### config.mk
export PLATFORM = sky130hd
export DESIGN_NAME = add_seq_ctrl
export DESIGN_NICKNAME = d
export VERILOG_FILES = /design/src/rtl/add_seq_pkg.sv /design/src/rtl/adder_slice4.sv /design/src/rtl/add_seq_ctrl.sv
export SDC_FILE = /design/constraint.sdc
export NUM_CORES = 1
export LEC_CHECK = 0
export BUFFER_PORTS_ARGS = -buffer_cell sky130_fd_sc_hd__buf_2
export CORE_MARGIN = 2
export CORE_UTILIZATION = 48
export DETAILED_ROUTE_END_ITERATION = 12
export PLACE_DENSITY = 0.74
export SETUP_SLACK_MARGIN = 0.05
export SLEW_MARGIN = 20
export SYNTH_ARGS = -nofsm -noshare
export SYNTH_HDL_FRONTEND = slang
export SYNTH_SLANG_ARGS = --single-unit
### constraint.sdc
create_clock -name clk -period 2.9 [get_ports clk]
set_input_delay 0.435 -clock clk [delete_from_list [all_inputs] [get_ports clk]]
set_output_delay 0.435 -clock clk [all_outputs]
set_load 0.05 [all_outputs]
### src/rtl/add_seq_pkg.sv
// add_seq_pkg: shared types and constants for the nibble-serial adder
package add_seq_pkg;
  typedef enum logic [1:0] {IDLE, RUN, DONE} state_t;
  localparam int NIBBLE_W = 4;
endpackage

### src/rtl/adder_slice4.sv
// adder_slice4: combinational 4-bit ripple-carry slice
module adder_slice4 (
  input  logic [3:0] a,
  input  logic [3:0] b,
  input  logic       cin,
  output logic [3:0] out,
  output logic       cout
);
  logic [4:0] c;
  assign c[0] = cin;
  for (genvar i = 0; i < 4; i++) begin : g_bit
    assign out[i]   = a[i] ^ b[i] ^ c[i];
    assign c[i+1]   = (a[i] & b[i]) | (c[i] & (a[i] ^ b[i]));
  end
  assign cout = c[4];
endmodule

### src/rtl/add_seq_ctrl.sv
// add_seq_ctrl: nibble-serial adder with valid/ready handshakes; ADD_SEQ_OVF_EN adds signed-overflow output ovf
module add_seq_ctrl #(
  parameter int WIDTH = 16
) (
  input  logic             clk,
  input  logic             rst,
  input  logic             in_valid,
  output logic             in_ready,
  input  logic [WIDTH-1:0] a,
  input  logic [WIDTH-1:0] b,
  input  logic             cin,
  output logic             out_valid,
  input  logic             out_ready,
  output logic [WIDTH-1:0] sum,
  output logic             cout
`ifdef ADD_SEQ_OVF_EN
  ,
  output logic             ovf
`endif
);
  import add_seq_pkg::*;
  localparam int NIB = WIDTH / NIBBLE_W;
  localparam int IW = $clog2(NIB);
  state_t state_q, state_d;
  logic [IW-1:0] idx_q, idx_d;
  logic [WIDTH-1:0] a_q, a_d, b_q, b_d, sum_q, sum_d;
  logic c_q, c_d, cout_q, cout_d, out_valid_q, out_valid_d;
  logic [NIBBLE_W-1:0] s_out;
  logic s_cout, last;
  adder_slice4 u_slice (
    .a   (a_q[NIBBLE_W*idx_q +: NIBBLE_W]),
    .b   (b_q[NIBBLE_W*idx_q +: NIBBLE_W]),
    .cin (c_q),
    .out (s_out),
    .cout(s_cout)
  );
  assign last = idx_q == IW'(NIB - 1);
  assign in_ready = (state_q == IDLE) && !rst;
  always_comb begin
    state_d = state_q;
    idx_d   = idx_q;
    a_d     = a_q;
    b_d     = b_q;
    c_d     = c_q;
    sum_d   = sum_q;
    cout_d  = cout_q;
    unique case (state_q)
      IDLE: if (in_valid) begin
        a_d     = a;
        b_d     = b;
        c_d     = cin;
        idx_d   = '0;
        sum_d   = '0;
        state_d = RUN;
      end
      RUN: begin
        sum_d[NIBBLE_W*idx_q +: NIBBLE_W] = s_out;
        c_d   = s_cout;
        idx_d = last ? '0 : idx_q + 1'b1;
        if (last) begin
          cout_d  = s_cout;
          state_d = DONE;
        end
      end
      DONE: state_d = out_ready ? IDLE : DONE;
      default: state_d = IDLE;
    endcase
    out_valid_d = state_d == DONE;
  end
  always_ff @(posedge clk) begin
    if (rst) begin
      state_q     <= IDLE;
      idx_q       <= '0;
      a_q         <= '0;
      b_q         <= '0;
      c_q         <= 1'b0;
      sum_q       <= '0;
      cout_q      <= 1'b0;
      out_valid_q <= 1'b0;
    end else begin
      state_q     <= state_d;
      idx_q       <= idx_d;
      a_q         <= a_d;
      b_q         <= b_d;
      c_q         <= c_d;
      sum_q       <= sum_d;
      cout_q      <= cout_d;
      out_valid_q <= out_valid_d;
    end
  end
  assign sum       = sum_q;
  assign cout      = cout_q;
  assign out_valid = out_valid_q;
`ifdef ADD_SEQ_OVF_EN
  // overflow when operand signs agree but the final sum bit disagrees
  logic ovf_q, ovf_d;
  always_comb begin
    ovf_d = ovf_q;
    if (state_q == RUN && last)
      ovf_d = (a_q[WIDTH-1] == b_q[WIDTH-1]) && (s_out[NIBBLE_W-1] != a_q[WIDTH-1]);
  end
  always_ff @(posedge clk) begin
    if (rst) ovf_q <= 1'b0;
    else     ovf_q <= ovf_d;
  end
  assign ovf = ovf_q;
`endif
endmodule

==> out/qor.yml, run 1 <==
cts_setup_buffers: 0
layout_commonest_cell: "nand2_1"
clkSlewWorstSetupHoldPaths_ns: 0.10
crit_required_ns: 3.11
dpl_cell_area_mm2: 0.00274
die_x_um: 75.5
ios: 56
via_per_inst: 5.00
r2r_start: "idx_q[0]$_SDFFE_PP0P_"
start_util_pct: 49.0
cts_tree: "done"
hold_violations: 0
synth_edf_count: 0
ys_seq_elements: 55
hpwl_um: 3720
htreeDepth: 2
wirelength_um: 4930
cpPeakStageDelay_ns: 0.40
startpoint_type: "flip-flop"
critPathArrivalTime_ns: 2.94
cts_hold_buf: 0
ys_types: 30
yosysWarnings: 0
crit_chain: "mux4_2, inv_2, fa_1, inv_2, fa_2, inv_2, fa_2, inv_2, fa_1, nor2b_2, a22o_1"
finalSetupTns_ns: 0
crit_slowest_cell: "fa_1"
portBuffers: 55
path_max_fanout: 4
finalCritPeriodShare_pct: 94.3
hold-worst-slack_ns: 0.352
grt_usage_pct: 19.5
grt_max_degree: 33
maxCapViolCount: 0
drt-initial-drc-count: 101
place_congestion: 0.830
cp-end-kind: "flip-flop"
seq_area_mm2: 0.00111
drc: 0
rows: 26
grt_pass1_wl_um: 8430
antenna_found_initial: 0
rsz0062_at_grt: "no"
clk_path_buf_depth: 2
antenna_left: 0
fillers: 485
cts.sinks: 55
cts_resized: 2
min_from: "a[1]"
clk_latency_ns: 0.31
area_growth_pct: 15.5
synthArstFlopShare_pct: 0
p_leak_uw: 0.00118
worstMarginPinSlew_ns: 0.642
max-vdd-ir-drop_uv: 229
die_y_um: 75.5
finalCriticalPeriod_ns: 2.73
wl_per_cell_um: 13.1
finalMaxSlewViolations: 0
fin_nets: 349
firstDrtPassIters: 4
coreArea_mm2: 0.00501
multiInputGateArea_mm2: 0.00118
ys_seq_area_share_pct: 44.9
layout_common_cells: "nand2_1 (66), buf_2 (55), dfxtp_1 (53), a21oi_1 (39), a22o_1 (16)"
synth_flop_cell: "dfxtp_1"
synth_fp_nets: 297
synth.avg_cell_area_um2: 9.74
diodes: 0
fmax_mhz: 366
syn_area_mm2: 0.00245
power_density_mw_per_mm2: 503
drive_gt1_share_pct: 32.1
ctsRootBufferMaster: "clkbuf_8"
grt_pass1_vias: 1777
postLayoutCellArea_mm2: 0.00284
setup_viol: 0
status: "completed"
slew_headroom_pct: 57.2
grt-ovfl-total: 0
synthesis.instances: 252
vias: 1876
timing.clock.skew_ns: 0.00777
p_total_uw: 1430
die-area_mm2: 0.00570
crit_type: "reg -> reg"
crit_start: "idx_q[0]$_SDFFE_PP0P_"
hold_class: "in -> reg"
numCtsBuffers: 5
final_core_util_pct: 56.6
crit_top_cell: "inv_2"
-- final cells by class --
cell class                 count  area share, %
inverter                      12           1.59
tap                           70           3.09
clock inverter                 3          0.706
timing repair buffer          62           11.6
sequential                    55           39.0
multi-input combinational    168           41.6
clock buffer                   5           2.43
-- critical path, delay by kind of cell (launching register included) --
family                     cells  cell delay, ns
adders and majority gates      4            1.32
DFF                            1            0.37
buffers and inverters          4            0.21
and+or+nand+nor                1            0.19
AOI/OAI and AO/OA              1            0.20
muxes                          1            0.34
-- cells in the mapped netlist, types with 2 or more instances --
| cell | instances | area share, % |
|---|---|---|
| a21oi_1 | 39 | 8.0 |
| mux4_2 | 8 | 7.3 |
| dfxtp_1 | 55 | 45 |
| a22o_1 | 16 | 5.7 |
| buf_2 | 3 | 0.61 |
| buf_6 | 9 | 4.1 |
| nor2b_1 | 2 | 0.51 |
| nand2_1 | 66 | 10 |
| mux2_2 | 4 | 1.8 |
| nor3_1 | 3 | 0.61 |
| ha_1 | 4 | 2.0 |
| nor3b_4 | 2 | 1.5 |
| nor2_1 | 4 | 0.61 |
| mux2i_1 | 3 | 1.2 |
| fa_1 | 4 | 3.3 |
| inv_1 | 12 | 1.8 |
| clkbuf_1 | 5 | 0.76 |
-- cells by family after synthesis --
logic type | count (synthesis) | share of synthesized area (%)
buf+inv | 29 | 7.34
flops | 55 | 44.9
compound gates | 58 | 14.7
simple gates | 87 | 17.4
mux | 15 | 10.4
fa+ha+maj | 8 | 5.30
-- metrics by stage --
| step | setup slack (ns) | cells |
|---|---|---|
| after floorplan | 0.0572 | 252 |
| after global placement | 0.148 | 367 |
| after detailed placement | 0.0170 | 367 |
| after CTS | 0.0503 | 375 |
| after global routing | 0.0521 | 375 |
| final | 0.166 | 375 |
-- registers in the layout, summed over array words and instances, names as in the netlist --
| signal | flops |
|---|---|
| state_q | 2 |
| a_q | 16 |
| c_q | 1 |
| sum | 16 |
| b_q | 16 |
| idx_q | 2 |
| cout | 1 |
| out_valid | 1 |
-- routing by layer --
metal / up-vias / GRT usage, % / wire [um]
met2: 51 / 30.9 / 2310
met5: - / 0 / 0
met4: 0 / 7.99 / 63
li1: 963 / - / -
met1: 855 / 26.3 / 2280
met3: 7 / 3.84 / 285
-- power breakdown --
group | leakage, uW | total, uW | internal [uW] | switching (uW)
logic | 0.000685 | 203 | 88.3 | 115
clock network | 0.0000402 | 413 | 168 | 245
registers | 0.000450 | 809 | 787 | 22.7
total | 0.00118 | 1430 | 1040 | 383
-- worst paths after layout --
kind | end | slack, ns | cells past startpoint
max reg2reg | sum[3]$_SDFFE_PP0P_ | 0.17 | 11
min reg2reg | a_q[7]$_SDFFE_PP0P_ | 0.46 | 2
max | sum[3]$_SDFFE_PP0P_ | 0.17 | 11
min | a_q[1]$_SDFFE_PP0P_ | 0.35 | 3
Note: power is estimated with default switching activity, not from simulation.
==> run 2, diff against run 1 <==
--- a/config.mk
+++ b/config.mk
@@ -5,11 +5,13 @@
 export SDC_FILE = /design/constraint.sdc
 export NUM_CORES = 1
 export LEC_CHECK = 0
+export ABC_CLOCK_PERIOD_IN_PS = 2900
 export BUFFER_PORTS_ARGS = -buffer_cell sky130_fd_sc_hd__buf_2
 export CORE_MARGIN = 2
 export CORE_UTILIZATION = 48
 export DETAILED_ROUTE_END_ITERATION = 12
 export PLACE_DENSITY = 0.74
+export RECOVER_POWER = 25
 export SETUP_SLACK_MARGIN = 0.05
 export SLEW_MARGIN = 20
 export SYNTH_ARGS = -nofsm -noshare
==> out/qor.yml, run 2 (synthesis results as in run 1) <==
die-area_mm2: 0.00570  # unchanged
crit_chain: "mux4_2, inv_2, fa_1, inv_2, fa_2, inv_2, fa_2, inv_2, fa_1, nor2b_2, a22o_1"  # unchanged
clk_path_buf_depth: 2  # unchanged
rsz0062_at_grt: "no"  # unchanged
drive_gt1_share_pct: 26.6  # was 32.1%
finalCriticalPeriod_ns: 2.73  # about the same
rows: 26  # unchanged
drt-initial-drc-count: 77  # was 101
fin_ws_ns: 0.165  # was 0.166 ns
ios: 56  # unchanged
crit_type: "reg -> reg"  # unchanged
cpPeakStageDelay_ns: 0.40  # about the same
fmax_mhz: 366  # about the same
cts_setup_buffers: 0  # unchanged
power_density_mw_per_mm2: 506  # was 503 mW/mm^2
grt_pass1_wl_um: 8430  # unchanged
crit_start: "idx_q[0]$_SDFFE_PP0P_"  # unchanged
htreeDepth: 2  # unchanged
drc: 0  # unchanged
crit_top_cell: "inv_2"  # unchanged
antenna_found_initial: 0  # unchanged
diodes: 0  # unchanged
grt_usage_pct: 19.5  # unchanged
grt_max_degree: 33  # unchanged
r2r-end: "sum[3]$_SDFFE_PP0P_"  # unchanged
clkSlewWorstSetupHoldPaths_ns: 0.10  # about the same
hold_violations: 0  # unchanged
portBuffers: 55  # unchanged
maxCapViolCount: 0  # unchanged
finalSetupTns_ns: 0  # unchanged
vias: 1886  # was 1,876
slew_headroom_pct: 57.2  # unchanged
place_congestion: 0.830  # unchanged
layout_commonest_cell: "nand2_1"  # unchanged
setup_viol: 0  # unchanged
path_max_fanout: 4  # unchanged
cts.sinks: 55  # unchanged
cts_tree: "done"  # unchanged
wl_per_cell_um: 13.2  # was 13.1 um
cp-end-kind: "flip-flop"  # unchanged
max-vdd-ir-drop_uv: 229  # about the same
final_core_util_pct: 56.2  # was 56.6%
clk_latency_ns: 0.31  # about the same
grt-ovfl-total: 0  # unchanged
start_util_pct: 49.0  # unchanged
cts_hold_buf: 0  # unchanged
firstDrtPassIters: 4  # unchanged
hold_class: "in -> reg"  # unchanged
finalCritPeriodShare_pct: 94.3  # about the same
via_per_inst: 5.03  # was 5.00
finalMaxSlewViolations: 0  # unchanged
r2r_setup_slack_ns: 0.17  # about the same
preCtsSetupSlack_ns: 0.0170  # unchanged
wirelength_um: 4950  # was 4930 um
ff2ff_path_depth: 11  # unchanged
p_leak_uw: 0.00110  # was 0.00118 uW
ctsRootBufferMaster: "clkbuf_8"  # unchanged
crit_slowest_cell: "fa_1"  # unchanged
crit_required_ns: 3.11  # about the same
worstMarginPinSlew_ns: 0.642  # about the same
antenna_left: 0  # unchanged
status: "completed"  # unchanged
die_x_um: 75.5  # unchanged
r2r_start: "idx_q[0]$_SDFFE_PP0P_"  # unchanged
critPathArrivalTime_ns: 2.94  # about the same
hpwl_um: 3720  # unchanged
startpoint_type: "flip-flop"  # unchanged
fin_nets: 349  # unchanged
layout_common_cells: "nand2_1 (66), dfxtp_1 (53), a21oi_1 (39), buf_2 (38), clkbuf_1 (17)"  # was nand2_1 (66), buf_2 (55), dfxtp_1 (53), a21oi_1 (39), a22o_1 (16)
area_growth_pct: 14.7  # was 15.5%
numCtsBuffers: 5  # unchanged
timing.clock.skew_ns: 0.00800  # was 0.00777 ns
coreArea_mm2: 0.00501  # unchanged
crit_end: "sum[3]$_SDFFE_PP0P_"  # unchanged
grt_pass1_vias: 1777  # unchanged
die_y_um: 75.5  # unchanged
run 2: changes by cell type in the layout (fill, tap and decap cells not counted), sizes merged:
cell	before	now
clkbuf	5	22
buf	62	45
run 2: how the worst min path moves through the flow:
stage,cells after the start,slack [ns],startpoint,end
2_1_floorplan,2,0.43,a_q[5]$_SDFFE_PP0P_,a_q[5]$_SDFFE_PP0P_
3_3_place_gp,2,0.44,b_q[14]$_SDFFE_PP0P_,b_q[14]$_SDFFE_PP0P_
3_5_place_dp,2,0.45,a_q[2]$_SDFFE_PP0P_,a_q[2]$_SDFFE_PP0P_
4_1_cts,3,0.34,a[1],a_q[1]$_SDFFE_PP0P_
5_1_grt,3,0.35,a[1],a_q[1]$_SDFFE_PP0P_
6_report,3,0.35,a[1],a_q[1]$_SDFFE_PP0P_
run 2: area by class of cell:
cell class                      instances  area [um^2]
Clock buffer                            5         68.8
Tap cell                               70         87.6
Clock inverter                          3         20.0
Timing Repair Buffer                   62          307
Inverter                               12         45.0
Sequential cell                        55         1110
Multi-Input combinational cell        168         1180
Fill cell                             494         2190
run 2: timing repair:
action,4_1_cts,5_1_grt
gates resized for setup,2,9
endpoints found under the setup margin,4,4
endpoints found under the hold margin,0,0
run 2: report_power, final:
part	internal [uW]	switching (uW)	total, uW	leakage [uW]
clock network	168	244	412	0.0000402
registers	787	22.8	809	0.000450
logic	87.6	115	202	0.000611
run 2: layer usage:
metal,share of wire [%],track usage [%]
met1,47,26.3
met2,47,30.9
met3,5.4,3.84
met4,1.3,7.99
met5,0,0
run 2: worst max-delay path: cells and delay by family, from the launching register on:
kind,cells,cell delay (ns)
muxes,1,0.34
DFF,1,0.37
buffers and inverters,4,0.21
AOI/OAI and AO/OA,1,0.20
adders and majority gates,4,1.32
and+or+nand+nor,1,0.19
run 2: per-stage QoR:
step | total power [uW] | hold slack (ns) | cell area, um^2 | cells
after global routing | 1500 | 0.345 | 2820 | 375
final | 1420 | 0.351 | 2820 | 375
after CTS | 1440 | 0.345 | 2830 | 375
after floorplan | 978 | 0.433 | 2460 | 252
after global placement | 1020 | 0.444 | 2740 | 367
after detailed placement | 1030 | 0.448 | 2740 | 367
